<file path="src/rtl/avalon_mem_port.sv">
// avalon_mem_port: Avalon-MM master for the multicycle MIPS core. Turns the
// control decoder's MemRead/MemWrite/IorD strobes into a single Avalon read or
// write. It holds the sequencer with stall until the transfer finishes, and it
// drives byte lanes for sub-word loads and stores.
//
// Build option: define AVMEM_BYTESWAP_EN for a big-endian memory. readdata and
// writedata are then byte-reversed at the bus boundary, and the byte lanes are
// mirrored.
//
// Ports:
//   clk, reset_n             clock and synchronous active-low reset
//   mem_read, mem_write      MemRead / MemWrite strobes (write wins if both)
//   iord                     0 = instruction fetch, 1 = data access
//   opcode                   IR[31:26], selects size and extension
//   addr                     byte address
//   store_data               rt value for stores
//   rt_old                   current rt, merged by LWL/LWR
//   stall                    sequencer hold (combinational)
//   raw_data                 latched readdata, unformatted
//   load_data                extended / merged load result
//   load_valid               one-cycle pulse in DONE
//   addr_error, bus_error    sticky misalignment / timeout flags
//   address, read, write, byteenable, writedata, waitrequest, readdata
//                            Avalon-MM master side
module avalon_mem_port #(
  parameter int unsigned WAIT_TIMEOUT = 255
) (
  input  logic        clk,
  input  logic        reset_n,
  input  logic        mem_read,
  input  logic        mem_write,
  input  logic        iord,
  input  logic [5:0]  opcode,
  input  logic [31:0] addr,
  input  logic [31:0] store_data,
  input  logic [31:0] rt_old,
  output logic        stall,
  output logic [31:0] raw_data,
  output logic [31:0] load_data,
  output logic        load_valid,
  output logic        addr_error,
  output logic        bus_error,
  output logic [31:0] address,
  output logic        read,
  output logic        write,
  output logic [3:0]  byteenable,
  output logic [31:0] writedata,
  input  logic        waitrequest,
  input  logic [31:0] readdata
);

  localparam int unsigned CNT_W = (WAIT_TIMEOUT > 1) ? $clog2(WAIT_TIMEOUT + 1) : 1;

  localparam logic [5:0] OP_LB  = 6'h20;
  localparam logic [5:0] OP_LH  = 6'h21;
  localparam logic [5:0] OP_LWL = 6'h22;
  localparam logic [5:0] OP_LW  = 6'h23;
  localparam logic [5:0] OP_LBU = 6'h24;
  localparam logic [5:0] OP_LHU = 6'h25;
  localparam logic [5:0] OP_LWR = 6'h26;
  localparam logic [5:0] OP_SB  = 6'h28;
  localparam logic [5:0] OP_SH  = 6'h29;
  localparam logic [5:0] OP_SW  = 6'h2B;

  typedef enum logic [1:0] {
    S_IDLE,
    S_BUS,
    S_DONE,
    S_HALT
  } state_t;

  // Access class: K_WORD has no alignment check, K_WORD_AL must be aligned.
  typedef enum logic [2:0] {
    K_WORD,
    K_WORD_AL,
    K_BYTE,
    K_HALF,
    K_LWL,
    K_LWR
  } kind_t;

  state_t            state_q, state_d;
  kind_t             kind_q, kind_d, kind_c;
  logic              sext_q, sext_d, sext_c;
  logic [1:0]        lane_q, lane_d;
  logic [CNT_W-1:0]  cnt_q, cnt_d;
  logic [31:0]       load_q, load_q_d;

  logic              read_d, write_d, load_valid_d, addr_error_d, bus_error_d;
  logic [31:0]       address_d, writedata_d, raw_data_d;
  logic [3:0]        byteenable_d;

  logic              req_c, misaligned_c;
  logic [3:0]        be_le_c, be_c;
  logic [31:0]       wdata_le_c, wdata_c, rdata_c, fmt_c;
  logic [7:0]        byte_sel;
  logic [15:0]       half_sel;

  // Request decode: access class and extension from the opcode.
  always_comb begin
    kind_c = K_WORD;
    sext_c = 1'b0;
    if (!iord) begin
      kind_c = K_WORD_AL;
    end else begin
      case (opcode)
        OP_LB:          begin kind_c = K_BYTE; sext_c = 1'b1; end
        OP_LBU, OP_SB:  kind_c = K_BYTE;
        OP_LH:          begin kind_c = K_HALF; sext_c = 1'b1; end
        OP_LHU, OP_SH:  kind_c = K_HALF;
        OP_LW, OP_SW:   kind_c = K_WORD_AL;
        OP_LWL:         kind_c = K_LWL;
        OP_LWR:         kind_c = K_LWR;
        default:        kind_c = K_WORD;
      endcase
    end
  end

  assign req_c        = mem_read | mem_write;
  assign misaligned_c = ((kind_c == K_WORD_AL) && (addr[1:0] != 2'b00)) ||
                        ((kind_c == K_HALF) && addr[0]);

  // Little-endian lane mask and replicated store data.
  always_comb begin
    be_le_c    = 4'b1111;
    wdata_le_c = store_data;
    case (kind_c)
      K_BYTE: begin
        be_le_c    = 4'b0001 << addr[1:0];
        wdata_le_c = {4{store_data[7:0]}};
      end
      K_HALF: begin
        be_le_c    = addr[1] ? 4'b1100 : 4'b0011;
        wdata_le_c = {2{store_data[15:0]}};
      end
      default: ;
    endcase
  end

`ifdef AVMEM_BYTESWAP_EN
  // Big-endian memory: mirror lanes (index 3-a) and reverse bytes on the bus.
  assign be_c    = {be_le_c[0], be_le_c[1], be_le_c[2], be_le_c[3]};
  assign wdata_c = {wdata_le_c[7:0], wdata_le_c[15:8], wdata_le_c[23:16], wdata_le_c[31:24]};
  assign rdata_c = {readdata[7:0], readdata[15:8], readdata[23:16], readdata[31:24]};
`else
  assign be_c    = be_le_c;
  assign wdata_c = wdata_le_c;
  assign rdata_c = readdata;
`endif

  // Load formatting from the latched word and the access lane.
  always_comb begin
    byte_sel = raw_data[7:0];
    case (lane_q)
      2'd1:    byte_sel = raw_data[15:8];
      2'd2:    byte_sel = raw_data[23:16];
      2'd3:    byte_sel = raw_data[31:24];
      default: byte_sel = raw_data[7:0];
    endcase
    half_sel = lane_q[1] ? raw_data[31:16] : raw_data[15:0];
    fmt_c    = raw_data;
    case (kind_q)
      K_BYTE: fmt_c = sext_q ? {{24{byte_sel[7]}}, byte_sel} : {24'h000000, byte_sel};
      K_HALF: fmt_c = sext_q ? {{16{half_sel[15]}}, half_sel} : {16'h0000, half_sel};
      K_LWL: begin
        case (lane_q)
          2'd0:    fmt_c = {raw_data[7:0],  rt_old[23:0]};
          2'd1:    fmt_c = {raw_data[15:0], rt_old[15:0]};
          2'd2:    fmt_c = {raw_data[23:0], rt_old[7:0]};
          default: fmt_c = raw_data;
        endcase
      end
      K_LWR: begin
        case (lane_q)
          2'd1:    fmt_c = {rt_old[31:24], raw_data[31:8]};
          2'd2:    fmt_c = {rt_old[31:16], raw_data[31:16]};
          2'd3:    fmt_c = {rt_old[31:8],  raw_data[31:24]};
          default: fmt_c = raw_data;
        endcase
      end
      default: ;
    endcase
  end

  // rt_old is only merged while in DONE; afterwards the captured result holds.
  assign load_data = (state_q == S_DONE) ? fmt_c : load_q;
  assign stall     = ((state_q == S_IDLE) && req_c) || (state_q == S_BUS) ||
                     (state_q == S_HALT);

  // Next-state and next-register logic.
  always_comb begin
    state_d      = state_q;
    kind_d       = kind_q;
    sext_d       = sext_q;
    lane_d       = lane_q;
    cnt_d        = cnt_q;
    load_q_d     = load_q;
    read_d       = read;
    write_d      = write;
    address_d    = address;
    byteenable_d = byteenable;
    writedata_d  = writedata;
    raw_data_d   = raw_data;
    load_valid_d = 1'b0;
    addr_error_d = addr_error;
    bus_error_d  = bus_error;
    case (state_q)
      S_IDLE: begin
        if (req_c) begin
          if (misaligned_c) begin
            state_d      = S_HALT;
            addr_error_d = 1'b1;
          end else begin
            state_d      = S_BUS;
            read_d       = ~mem_write;
            write_d      = mem_write;
            address_d    = {addr[31:2], 2'b00};
            byteenable_d = be_c;
            writedata_d  = wdata_c;
            kind_d       = kind_c;
            sext_d       = sext_c;
            lane_d       = addr[1:0];
            cnt_d        = '0;
          end
        end
      end
      S_BUS: begin
        if (!waitrequest) begin
          state_d      = S_DONE;
          read_d       = 1'b0;
          write_d      = 1'b0;
          load_valid_d = 1'b1;
          if (read) raw_data_d = rdata_c;
        end else if ((WAIT_TIMEOUT != 0) && (cnt_q == CNT_W'(WAIT_TIMEOUT - 1))) begin
          state_d     = S_HALT;
          read_d      = 1'b0;
          write_d     = 1'b0;
          bus_error_d = 1'b1;
        end else begin
          cnt_d = cnt_q + CNT_W'(1);
        end
      end
      S_DONE: begin
        state_d  = S_IDLE;
        load_q_d = fmt_c;
      end
      default: ;
    endcase
  end

  // State and datapath registers.
  always_ff @(posedge clk) begin
    if (!reset_n) begin
      state_q    <= S_IDLE;
      kind_q     <= K_WORD;
      sext_q     <= 1'b0;
      lane_q     <= 2'b00;
      cnt_q      <= '0;
      load_q     <= '0;
      read       <= 1'b0;
      write      <= 1'b0;
      address    <= '0;
      byteenable <= '0;
      writedata  <= '0;
      raw_data   <= '0;
      load_valid <= 1'b0;
      addr_error <= 1'b0;
      bus_error  <= 1'b0;
    end else begin
      state_q    <= state_d;
      kind_q     <= kind_d;
      sext_q     <= sext_d;
      lane_q     <= lane_d;
      cnt_q      <= cnt_d;
      load_q     <= load_q_d;
      read       <= read_d;
      write      <= write_d;
      address    <= address_d;
      byteenable <= byteenable_d;
      writedata  <= writedata_d;
      raw_data   <= raw_data_d;
      load_valid <= load_valid_d;
      addr_error <= addr_error_d;
      bus_error  <= bus_error_d;
    end
  end

endmodule

</file>
<file path="config.mk">
export PLATFORM = sky130hd
export DESIGN_NAME = avalon_mem_port
export DESIGN_NICKNAME = d
export VERILOG_FILES = /design/src/rtl/avalon_mem_port.sv
export SDC_FILE = /design/constraint.sdc
export NUM_CORES = 1
export LEC_CHECK = 0
export ABC_CLOCK_PERIOD_IN_PS = 4700
export CAP_MARGIN = 20
export CORE_UTILIZATION = 69
export CTS_CLUSTER_DIAMETER = 60
export DETAILED_ROUTE_END_ITERATION = 8
export DONT_BUFFER_PORTS = 1
export PLACE_DENSITY = 0.85
export SETUP_SLACK_MARGIN = 0.05
export SLEW_MARGIN = 20
export SYNTH_ARGS = -nofsm -noshare
export SYNTH_HDL_FRONTEND = slang
export SYNTH_SLANG_ARGS = --single-unit
export TNS_END_PERCENT = 20
</file>
<file path="constraint.sdc">
create_clock -name clk -period 4.7 [get_ports clk]
set_input_delay 0.47 -clock clk [delete_from_list [all_inputs] [get_ports clk]]
set_output_delay 0.47 -clock clk [all_outputs]
set_load 0.005 [all_outputs]
</file>
**Word level (Yosys, flattened, before mapping)**

Index checks and enable logic that the tools add are counted.

- Flip-flop bits (word level): 151
- Input port bits: 140
- Word-level logic and storage cells: 107

- Add/sub/neg operators: 1
- Equal/unequal tests: 29
- Shifts and indexed selects: 1
- Multiplexer cells: 34
- Bitwise gates (word level): 4
- Reduce and logical (&&, ||, !) cells: 23

Operators by type and width:

| kind | count |
|---|---|
| 32-bit one-hot mux with 3 select lines | 2 |
| 32-bit one-hot mux with 4 select lines | 1 |
| 32-bit 2-to-1 mux | 3 |
| 32-bit one-hot mux with 2 select lines | 1 |
| 6-bit equality test (second input constant) | 10 |
| 8-bit 2-to-1 mux | 4 |
| 8-bit one-hot mux with 3 select lines | 1 |
| 16-bit 2-to-1 mux | 1 |
| 8-bit one-hot mux with 2 select lines | 1 |
| 3-bit one-hot mux with 5 select lines | 1 |
| 3-bit AND reduction | 5 |
| 3-bit by 2-bit equality test with 1-bit output (second input constant) | 4 |
| 1-bit 2-to-1 mux | 9 |
| 8-bit by 1-bit adder with 8-bit output (second input constant) | 1 |
| 2-bit equality test (second input constant) | 4 |
| 8-bit equality test (second input constant) | 1 |
| 2-bit 2-to-1 mux | 4 |
| 2-bit != test (second input constant) | 4 |
| 4-bit one-hot mux with 2 select lines | 1 |
| 3-bit equality test (second input constant) | 2 |
| 2-bit one-hot mux with 3 select lines | 1 |
| 3-bit OR reduction | 2 |
| 5-bit AND reduction | 1 |
| 2-bit by 1-bit equality test with 1-bit output (second input constant) | 2 |
| 16 further kinds | 26 |

**Depth between registers and ports, before layout**

Gate-level depths: netlist (run 1).

- Depth in word-level cells: 10
- Depth in mapped cells: 10
- Gate-level depth less buffers: 8

**Worst setup path before layout (run 1)**

Ideal clock, no wire load.

- Path kind: flip-flop to output port
- Start: reg lane_q[1]
- End: out load_data[28]
- Arrival time: 1.824 ns
- Required time: 4.230 ns
- Path slack: 2.406 ns
- Stages on the path, launching flop included: 8
- Buffers on the path: 1
- Path through: dfxtp_1 -> buf_2 -> mux4_2 -> mux2_2 -> nand3_2 -> o21ai_0 -> a311oi_1 -> a21oi_1

- Longest elaborated chain between the ends: 5

Ends and longest elaborated chain:

| what | line | source |
|---|---|---|
| start: declaration | 85 | `logic [1:0] lane_q, lane_d;` |
| start signal: assignment | 273 | `lane_q <= lane_d;` |
| 2-bit equality test (tied with other cells) | 154, 174 |  |
| 8-bit one-hot mux with 3 select lines | 154 | `case (lane_q)` |
| 32-bit 2-to-1 mux | 163 | `K_BYTE: fmt_c = sext_q ? {{24{byte_sel[7]}}, byte_sel} : {24'h000000, byte_sel};` |
| 32-bit one-hot mux with 4 select lines * | 162 | `case (kind_q)` |
| 32-bit 2-to-1 mux * | n/a |  |
| end: declaration | 39 | `output logic [31:0] load_data,` |

Every way passes the cells marked *; elsewhere a longest branch is shown, timed or not.

**Worst setup path after layout (run 1)**

- Start: reg kind_q[2]
- End: out load_data[28]

- Longest elaborated chain between the ends: 3

Ends and longest elaborated chain:

| what | line | source |
|---|---|---|
| start: declaration | 83 | `kind_t kind_q, kind_d, kind_c;` |
| start signal: assignment | 271 | `kind_q <= kind_d;` |
| 3-bit equality test or 3-bit by 2-bit equality test with 1-bit output (tied branches) | 162 |  |
| 32-bit one-hot mux with 4 select lines * | 162 |  |
| 32-bit 2-to-1 mux * | n/a |  |

Marked as above.

==> results of run 1 <==
## layout by cell type (no fill, tap or decap), drive strengths merged, types with 14 or more instances in the layout
cell type,synthesis,final
nand2,222,222
nor2b,25,25
a211oi,15,15
a311oi,22,22
and2,14,14
a21oi,136,136
nand3,25,25
a22o,21,21
inv,14,17
dfxtp,151,151
mux2,18,18
clkbuf,57,20
nor2,96,96
o21ai,73,73
nor3,16,16
mux2i,36,36
## worst min-delay path by stage
stage | startpoint | to | slack (ns) | depth (start not counted)
3_5_place_dp | address[21]$_SDFFE_PN0P_ | address[21]$_SDFFE_PN0P_ | 0.47 | 2
4_1_cts | waitrequest | load_valid$_SDFF_PN0_ | 0.12 | 1
6_report | waitrequest | load_valid$_SDFF_PN0_ | 0.12 | 1
2_1_floorplan | bus_error$_SDFFE_PN0P_ | bus_error$_SDFFE_PN0P_ | 0.44 | 2
5_1_grt | waitrequest | load_valid$_SDFF_PN0_ | 0.12 | 1
3_3_place_gp | writedata[1]$_SDFFE_PN0P_ | writedata[1]$_SDFFE_PN0P_ | 0.46 | 2
## per-stage QoR
stage	cells	instance area [µm²]	power [µW]
6_report	1189	8900	4220
5_1_grt	1189	8900	4410
4_1_cts	1189	8900	4200
3_5_place_dp	1157	8270	2760
3_3_place_gp	1157	8270	2740
2_1_floorplan	1101	8420	2530
## state kept, by name (all words and copies together) (netlist names)
signal and count:
load_q 32, raw_data 32, writedata 32, address 30, cnt_q 8, byteenable 4
kind_q 3, lane_q 2, state_q 2, addr_error 1, bus_error 1, load_valid 1
read 1, sext_q 1, write 1
## metal layers
metal  part of all wire [%]  global-route usage, %  wire length [µm]
met4                    5.0                   22.0              1290
met5                      0                      0                 0
met2                     47                   68.0             12200
met1                     36                   46.6              9460
met3                     12                   12.1              3070
## cell type report
type                       instances  area share [%]
inverter                          15           0.647
timing repair buffer              10           0.984
clock buffer                      20            4.91
clock inverter                    12            2.14
multi-input combinational        838            55.3
tap                              143            2.01
sequential                       151            34.0
## report_power, final
group          switching [µW]  leakage [µW]  internal, µW
Combinational             721       0.00173           383
Sequential                186       0.00123          1480
Clock                     552      0.000298           899
## worst register-to-register path, delay by kind of cell, from the launching register on
kind | cells | cell delay, ns
AO/OA/AOI/OAI | 4 | 0.70
flip-flops | 1 | 0.88
AND/OR/NAND/NOR | 2 | 1.22
## Yosys cell counts (16+ instances only)
library cell | instances | share of area, %
a21oi_1 | 136 | 8.1
a22o_1 | 21 | 2.2
a311oi_1 | 22 | 2.3
buf_2 | 30 | 1.8
clkbuf_1 | 57 | 2.5
dfxtp_1 | 151 | 36
mux2_2 | 18 | 2.4
mux2i_1 | 36 | 4.3
nand2_1 | 222 | 9.9
nand3_1 | 24 | 1.4
nor2_1 | 96 | 4.3
nor2b_1 | 25 | 1.9
nor3_1 | 16 | 0.95
o21ai_0 | 72 | 4.3
## kinds of logic (layout without fill, tap and decap cells)
kind of cell | Yosys count | count (layout) | synth area share [%]
other | 1 | 2 | 0.0446
DFF | 151 | 151 | 35.9
buffers and inverters | 112 | 57 | 5.76
muxes | 67 | 67 | 10.2
AOI/OAI and AO/OA | 334 | 334 | 24.8
and+or+nand+nor | 425 | 425 | 22.0
adders and majority gates | 6 | 6 | 0.892
xor gates and xnor gates | 4 | 4 | 0.417
==> metrics.md, run 1 <==
| Metric | Value |
|---|---|
| Number of flops mapped to enable cells by yosys | 0 |
| Vias in the first global route | 7621 |
| First-pass GRT wire length | 39900 µm |
| Root Driver | clkbuf_16 |
| Synth warn | 0 |
| CTS Buf Count | 17 |
| H-tree depth | 4 |
| Die width | 112 µm |
| Wire per inst | 21.9 µm |
| Critical path arrival | approximately 3.2 ns |
| Initial antenna violation count | 0 |
| Core area | 11700 µm² |
| Top FF cell, synth | dfxtp_1 |
| Critical Path RT | 4.23 ns |
| Post-CTS Resized | 0 |
| Cts hold-fix bufs | 0 |
| Power per cell area | 474 nW/µm² |
| Slew HR | between 20% and 30% |
| Max Cap Viol | 0 |
| Fin crit share | 77.3% |
| Mapped cell area | 8410 µm² |
| Final setup fails | 0 |
| Worst path bufs/invs | 0 |
| Worst VDD drop | 0.384 mV |
| Filler cells | 904 |
| Worst setup path endpoint | load_data[28] |
| RR Startpoint | kind_q[2]$_SDFFE_PN0P_ |
| Min Tclk post-route | 3.63 ns |
| DRT antenna net count | 0 |
| Later-pin clock latency in the skew report | ~0.42 ns |
| Sequential cell area | 3030 µm² |
| Detailed Route WL | 26000 µm |
| Post-layout util | between 70% and 80% |
| Post-Syn Instances | 1100 |
| Register area share after synthesis | 35.9% |
| Multi-input logic area | 4920 µm² |
| DIE HEIGHT | 112 µm |
| Syn-to-layout area delta | 5.80% |
| Fin nets | between 1000 and 1500 |
| Count of final hold-check violations | 0 |
| Largest net degree at the start of global routing | 62 |
| Post-synthesis cell type count | 66 |
| Critical path's largest stage delay | 0.88 ns |
| Layout cell share with drive strength beyond 1 | 8.60% |
| RSZ-0062 raised after global routing | no |
| Outcome | finished clean |
| Top Family by Delay on Critical Path | simple AND/OR/NAND/NOR gates |
| Reg clk slew, reported paths | 0.06 ns |
| Post-route DRC | 0 |
| Global Route Usage Sum | between 40 and 50% |
| Worst setup path class | flip-flop to output pin |
| Worst slew pin tran | 1.07 ns |
| CP Depth | 6 |
| # clock sinks | about 150 |
| Synth async-reset ratio | 0% |
| RR Endpoint | load_q[28]$_SDFF_PN0_ |
| DR vias | 8151 |
| Clk_skew | 0.00904 ns |
| Overflow after GRT | 0 |
| Final Slew Violations | 0 |
| Die area | 12600 µm² |
| Row Count | 39 |
| Worst path slowest cell | dfxtp_1 |
| GPL Wtd Cong | 0.989 |
| FF-to-FF setup slack | 1.81 ns |
| Initial Utilization | 72.1% |
| Clk buf depth | 2 |
| Buffers on Ports | 0 |
| CP startpoint | kind_q[2]$_SDFFE_PN0P_ |
| Hold Slack | 0.124 ns |
| Drt initial violations | 685 |
| Pre-CTS WS | roughly 1.6 ns |
| Setup Buffers After CTS | 0 |
| Flops & latches, synth | 151 |
| TNS Setup | 0 ns |
| Hold WC Path Type | input pin to flip-flop |
| Antenna Cells | 0 |
| Worst Setup Slack, final | 1.07 ns |
| Ports | 278 |
| Critical Path End Type | output pin |
| Cell repeated most along the worst path | o21ai_0 |
| Static leakage | 0.00325 µW |
| Reg2Reg Depth | 6 |
| CP cell instances | nand2b_1 -> nor2_1 -> o21ai_0 -> o21ai_0 -> a311oi_1 -> a21oi_1 |
| Worst Setup Start Kind | flip-flop |
| Dpl hpwl | roughly 18000 µm |
| DR vias/cell | between 6 and 7 |
| Critical Path Fanout Max | 28 |
| First drt pass iteration count | 5 |
| Max Clk Rate | 275 MHz |
| Avg Cell Area, Syn | 7.65 µm² |
| CTS tree | yes |
Power figures use the tool's default switching activity.
==> run 2, diff against run 1 <==
- ABC_CLOCK_PERIOD_IN_PS: 4700 -> 3000
- CORE_UTILIZATION: 69 -> 58
- PLACE_DENSITY: 0.85 -> 0.76
- clock period: 4.7 -> 3 ns (I/O delays scaled with it)
==> run 2 against run 1 <==
Sequential share of layout area down 2.0 points. Global-route usage is 5.5 points lower. Sequential cell count unchanged. Clock skew is 0.0018 ns higher. Register-to-register slack worse by 1.1 ns. Total power up 57%. First-iteration DRC count decreased by 2.8%. Cell area grew 6.6%. Cell count up 7.9%. Critical path type unchanged. Largest cell class unchanged. Largest power group unchanged. Highest routed layer unchanged.
==> metrics.md, run 2 (same netlist as run 1, synthesis figures left out) <==
| Metric | Value |
|---|---|
| # clock sinks | 151 (unchanged) |
| Initial Utilization | 60.1% (-12 points) |
| Part of the power in the clock network | 33.7% (-0.7 points) |
| CTS tree | yes |
| Worst Setup Slack, final | 0.171 ns (-0.896 ns) |
| Reg clk slew, reported paths | 0.07 ns (about the same) |
| Global Route Usage Sum | 35.0% (-5.5 points) |
| Count of final hold-check violations | 0 (unchanged) |
| Initial antenna violation count | 0 (unchanged) |
| GPL Wtd Cong | 1.02 (+3.3%) |
| Post-route insts no fill | 1283 (+7.9%) |
| Overflow after GRT | 0 (unchanged) |
| Hold Slack | 0.0130 ns (-0.111 ns) |
| Fin crit share | a little over nine tenths |
| First-pass GRT wire length | 40100 µm (+0.35%) |
| Later-pin clock latency in the skew report | 0.43 ns (about the same) |
| Placed insts | 1211 (+4.7%) |
| Min Tclk post-route | 2.83 ns |
| Power per cell area | 699 nW/µm² (+48%) |
| Die width | 122 µm (+8.9%) |
| Root Driver | clkbuf_16 |
| Critical path arrival | 2.53 ns (-0.63 ns) |
| Final setup fails | 0 (unchanged) |
| Most common cell after layout, fill and taps aside | nand2_1 |
| Top Family by Delay on Critical Path | compound AO/OA/AOI/OAI gates |
| Setup Buffers After CTS | 0 (unchanged) |
| DIE HEIGHT | 122 µm (+8.9%) |
| Fin nets | 1236 (+4.8%) |
| Pre-CTS WS | 0.332 ns (-1.22 ns) |
| Filler cells | 1196 (+32%) |
| Layout cell share with drive strength beyond 1 | 10.2% (+1.5 points) |
| DR vias/cell | 6.44 (-6.0%) |
| Dpl hpwl | 18800 µm (+3.8%) |
| Final Slew Violations | 0 (unchanged) |
| RSZ-0062 raised after global routing | no |
| Row Count | 43 (+10%) |
| Worst setup path class | flip-flop to output pin |
| Die area | 15000 µm² (+19%) |
| Internal | 4240 µW (+54%) |
| Post-route DRC | 0 (unchanged) |
| Antenna Cells | 0 (unchanged) |
| H-tree depth | 4 (unchanged) |
| Critical path's largest stage delay | 0.61 ns (-0.27 ns) |
| Worst VDD drop | 0.517 mV (+35%) |
| Switch Pwr | 2390 µW (+64%) |
| DR vias | 8267 (+1.4%) |
| Slew HR | 47.7% (+19 points) |
| Critical Path RT | 2.70 ns (-1.53 ns) |
| Most frequent cells in the layout | nand2_1 (221), dfxtp_1 (148), a21oi_1 (136) |
| Biggest regs | load_q (32), raw_data (32), writedata (32) |
| Static leakage | 0.00351 µW (+7.9%) |
| Detailed Route WL | 27200 µm (+4.4%) |
| Switching share of total power | 36.0% (+1.4 points) |
| First drt pass iteration count | 6 (+1) |
| Reg power frac | 39.1% (-0.3 points) |
| CTS Buf Count | 17 (unchanged) |
| Max Clk Rate | 354 MHz |
| Ports | 278 (unchanged) |
| Final Cell Area | 9480 µm² (+6.6%) |
| Worst path bufs/invs | 1 (+1) |
| Drt initial violations | 666 (-2.8%) |
| Critical Path Fanout Max | 33 (+18%) |
| Clk_skew | 0.0108 ns (+0.00181 ns) |
| Outcome | finished clean |
| Worst Setup Start Kind | flip-flop |
| DP Area | 8450 µm² (+2.1%) |
| DRT antenna net count | 0 (unchanged) |
| Vias in the first global route | 7436 (-2.4%) |
| Gate power share | 27.2% (+1.0 points) |
| Hold WC Path Type | input pin to flip-flop |
| Critical Path End Type | output pin |
| Wire per inst | 21.2 µm (-3.2%) |
| Clk buf depth | 2 (unchanged) |
| Core area | 14000 µm² (+20%) |
| Worst slew pin tran | 0.776 ns (-0.291 ns) |
| Max Cap Viol | 0 (unchanged) |
| Syn-to-layout area delta | 12.7% |
| Worst path slowest cell | mux4_2 |
| Buffers on Ports | 0 (unchanged) |
| Largest net degree at the start of global routing | 93 (+50%) |
| CP cell instances | buf_8 -> mux4_2 -> o211ai_1 -> nand2_1 -> a311oi_1 -> a21oi_1 |
| Post-layout util | 67.8% (-8.5 points) |
==> run 2: final cells by class <==
cell class              instances  area, µm²  share of cell area [%]
clock buffers                  17        425                    4.49
repair buffers                 67        623                    6.57
clock inverters                15        186                    1.97
flip-flops and latches        151       3030                    32.0
well taps                     180        225                    2.37
multi-input cells             838       4930                    52.0
inverters                      15       57.6                   0.607
==> run 2: final timing paths <==
path	slack, ns	from	cells past startpoint	end
setup reg to reg	0.67	lane_q[1]$_SDFFE_PN0P_	6	load_q[6]$_SDFF_PN0_
hold reg to reg	0.47	bus_error$_SDFFE_PN0P_	2	bus_error$_SDFFE_PN0P_
hold / removal	0.01	readdata[28]	2	raw_data[28]$_SDFFE_PN0P_
setup / recovery	0.17	lane_q[1]$_SDFFE_PN0P_	6	load_data[27]
==> run 2: per-stage QoR <==
step | total power [µW] | TNS [ns]
after floorplan | 3960 | 0
after global placement | 4320 | 0
after detailed placement | 4350 | 0
after CTS | 6610 | -1.82
after global routing | 6970 | 0
final | 6630 | 0
==> run 2: repair_timing <==
| action | in CTS | in global routing |
|---|---|---|
| hold buffers | 40 | 0 |
| pin swaps | 0 | 0 |
| resized for setup | 0 | 8 |
| endpoints found under the setup margin | 18 | 23 |
| hold endpoints to repair | 51 | 0 |
==> run 2: layer usage <==
metal,track usage (%),share of wire (%)
met3,10.1,11
met5,0,0
met1,40.3,37
met4,17.6,4.4
met2,59.1,48
==> run 2: power by group through the flow <==
stage	clock (µW)	sequential, µW	combinational [µW]
after global placement	0	2620	1700
after global routing	2330	2630	2010
after detailed placement	0	2620	1730
after CTS	2250	2580	1780
after floorplan	0	2500	1450
final	2230	2590	1800
==> run 3, diff against run 2 <==
- CORE_MARGIN: unset -> 8
==> run 3 against run 2 <==
Sequential cell count did not move. Register-to-register slack worse by 0.06 ns. Cell count up 0.23%. Clock skew up 0.010 ns. Via count fell by 0.83%.
==> metrics.md, run 3 (same netlist as run 1, synthesis figures left out) <==
| Metric | Value |
|---|---|
| Outcome | finished clean |
| Syn-to-layout area delta | 12.6% |
| Clk buf depth | 2 (unchanged) |
| RR Startpoint | state_q[0]$_SDFFE_PN0P_ |
| Sequential cell area | 3030 µm² (about the same) |
| RSZ-0062 raised after global routing | no |
| Placed insts | 1215 (+0.33%) |
| DRT antenna net count | 0 (unchanged) |
| Root Driver | clkbuf_16 |
| Ports | 278 (unchanged) |
| Reg2Reg Depth | 6 (unchanged) |
| Global Route Usage Sum | 30.2% (-4.8 points) |
| Static leakage | 0.00350 µW (-0.44%) |
| Reg clk slew, reported paths | 0.07 ns (about the same) |
| Worst VDD drop | 0.448 mV (-13%) |
| H-tree depth | 4 (unchanged) |
| Initial antenna violation count | 0 (unchanged) |
| Critical path arrival | 2.55 ns (+0.02 ns) |
| Post-layout util | 65.9% (-1.9 points) |
| Clk_skew | 0.0208 ns (+0.00996 ns) |
| Top Family by Delay on Critical Path | compound AO/OA/AOI/OAI gates |
| Met1 WL | 10300 µm (+3.2%) |
| Overflow after GRT | 0 (unchanged) |
| GPL Wtd Cong | 0.958 (-6.3%) |
| CTS tree | yes |
| Biggest regs | load_q (32), raw_data (32), writedata (32) |
| Critical Path End Type | output pin |
| Worst path slowest cell | mux4_2 |
| Fin nets | 1235 (-0.081%) |
| Core area | 14400 µm² (+2.7%) |
| Vias in the first global route | 7716 (+3.8%) |
| Later-pin clock latency in the skew report | 0.44 ns (about the same) |
| Worst slew pin tran | 0.932 ns (+0.156 ns) |
| Detailed Route WL | 29200 µm (+7.5%) |
| Worst Hold Depth | 2 (unchanged) |
| Critical Path RT | 2.70 ns (about the same) |
| Fin crit share | 95.0% (+0.67 points) |
| CP startpoint | lane_q[1]$_SDFFE_PN0P_ |
| DR vias/cell | 6.37 (-1.1%) |
| Post-route DRC | 0 (unchanged) |
| Top layer in use | met4 |
| TNS Setup | 0 ns (unchanged) |
| Final setup fails | 0 (unchanged) |
| Multi-input logic area | 4930 µm² (unchanged) |
| Hold path start | readdata[27] |
| Metal2 WL | 14200 µm (+8.7%) |
| # clock sinks | 151 (unchanged) |
| Filler cells | 1233 (+3.1%) |
| Final Slew Violations | 0 (unchanged) |
| Worst Setup Start Kind | flip-flop |
| Power per cell area | 689 nW/µm² (-1.3%) |
| Buffers on Ports | 0 (unchanged) |
| CTS Buf Count | 17 (unchanged) |
| Antenna Cells | 0 (unchanged) |
| Critical Path Fanout Max | 13 (-61%) |
| Count of final hold-check violations | 0 (unchanged) |
| DR vias | 8198 (-0.83%) |
| Met3 wire len | 3900 µm (+31%) |
| Final Cell Area | 9470 µm² (-0.13%) |
| DIE HEIGHT | 136 µm (+11%) |
| Max Cap Viol | 0 (unchanged) |
| Critical path's largest stage delay | 0.64 ns (+0.03 ns) |
| DP Area | 8480 µm² (+0.36%) |
| Layout cell share with drive strength beyond 1 | 10.3% (+0.10 points) |
| CP Depth | 6 (unchanged) |
| Setup Buffers After CTS | 0 (unchanged) |
| Min Tclk post-route | 2.85 ns (+0.0200 ns) |
| Initial Utilization | 58.5% (-1.6 points) |
| Die width | 136 µm (+11%) |
| Most frequent cells in the layout | nand2_1 (221), dfxtp_1 (147), a21oi_1 (136) |
| Worst setup path class | flip-flop to output pin |
| First-pass GRT wire length | 43700 µm (+8.9%) |
| Largest net degree at the start of global routing | 105 (+13%) |
| Die area | 18600 µm² (+24%) |
| Drt initial violations | 790 (+19%) |
| CP cell instances | buf_4 -> mux4_2 -> o211ai_1 -> nand2_1 -> a311oi_1 -> a21oi_1 |
| Most common cell after layout, fill and taps aside | nand2_1 |
| Max Clk Rate | 351 MHz (-0.70%) |
| Row Count | 44 (+2.3%) |
| Hold WC Path Type | input pin to flip-flop |
| Post-route insts no fill | 1286 (+0.23%) |
| Wire per inst | 22.7 µm (+7.3%) |
| First drt pass iteration count | 5 (-1) |
| Slew HR | 37.2% (-11 points) |
| Worst path bufs/invs | 1 (unchanged) |
| Dpl hpwl | 20500 µm (+9.3%) |
run 3: changes by cell type in the layout (fill, tap and decap cells not counted), moves of 2 or more:
cell,before,now
dfxtp_2,1,3
bufinv_16,2,0
buf_4,25,22
buf_6,0,2
buf_12,1,3
clkinvlp_4,1,3
run 3: worst paths after layout:
check	endpoint	slack (ns)
setup / recovery	load_data[30]	0.15
hold reg to reg	bus_error$_SDFFE_PN0P_	0.48
hold / removal	raw_data[27]$_SDFFE_PN0P_	0.0007
setup reg to reg	cnt_q[3]$_SDFFE_PN0P_	0.61
run 3: report_power, final:
group	internal (µW)	total, µW	switching (µW)
sequential	2310	2590	284
clock	1110	2100	986
combinational	668	1840	1170
run 3: timing repair:
item	4_1_cts	5_1_grt
hold buffers	38	1
endpoints found under the hold margin	46	1
endpoints found under the setup margin	0	17
resized for setup	0	7
run 3: per-stage QoR:
stage | setup slack [ns] | total power (µW) | hold WS (ns)
floorplan | 0.876 | 3960 | 0.379
global placement | 0.576 | 4380 | 0.381
detailed placement | 0.554 | 4400 | 0.383
CTS | 0.0827 | 6520 | 0.0000267
global route | 0.0841 | 6860 | 0.00201
finish | 0.151 | 6530 | 0.000719
run 3: layout make-up:
type,count,area share [%]
Inverter,15,0.608
Tap cell,184,2.43
Timing Repair Buffer,66,6.74
Clock inverter,15,1.64
Sequential cell,151,32.0
Clock buffer,17,4.49
Multi-Input combinational cell,838,52.1
run 3: per-layer routing:
metal | global-route usage [%] | vias to the layer above
li1 | - | 3864
met4 | 12.7 | 0
met3 | 11.6 | 77
met5 | 0 | -
met1 | 34.1 | 3766
met2 | 50.2 | 491
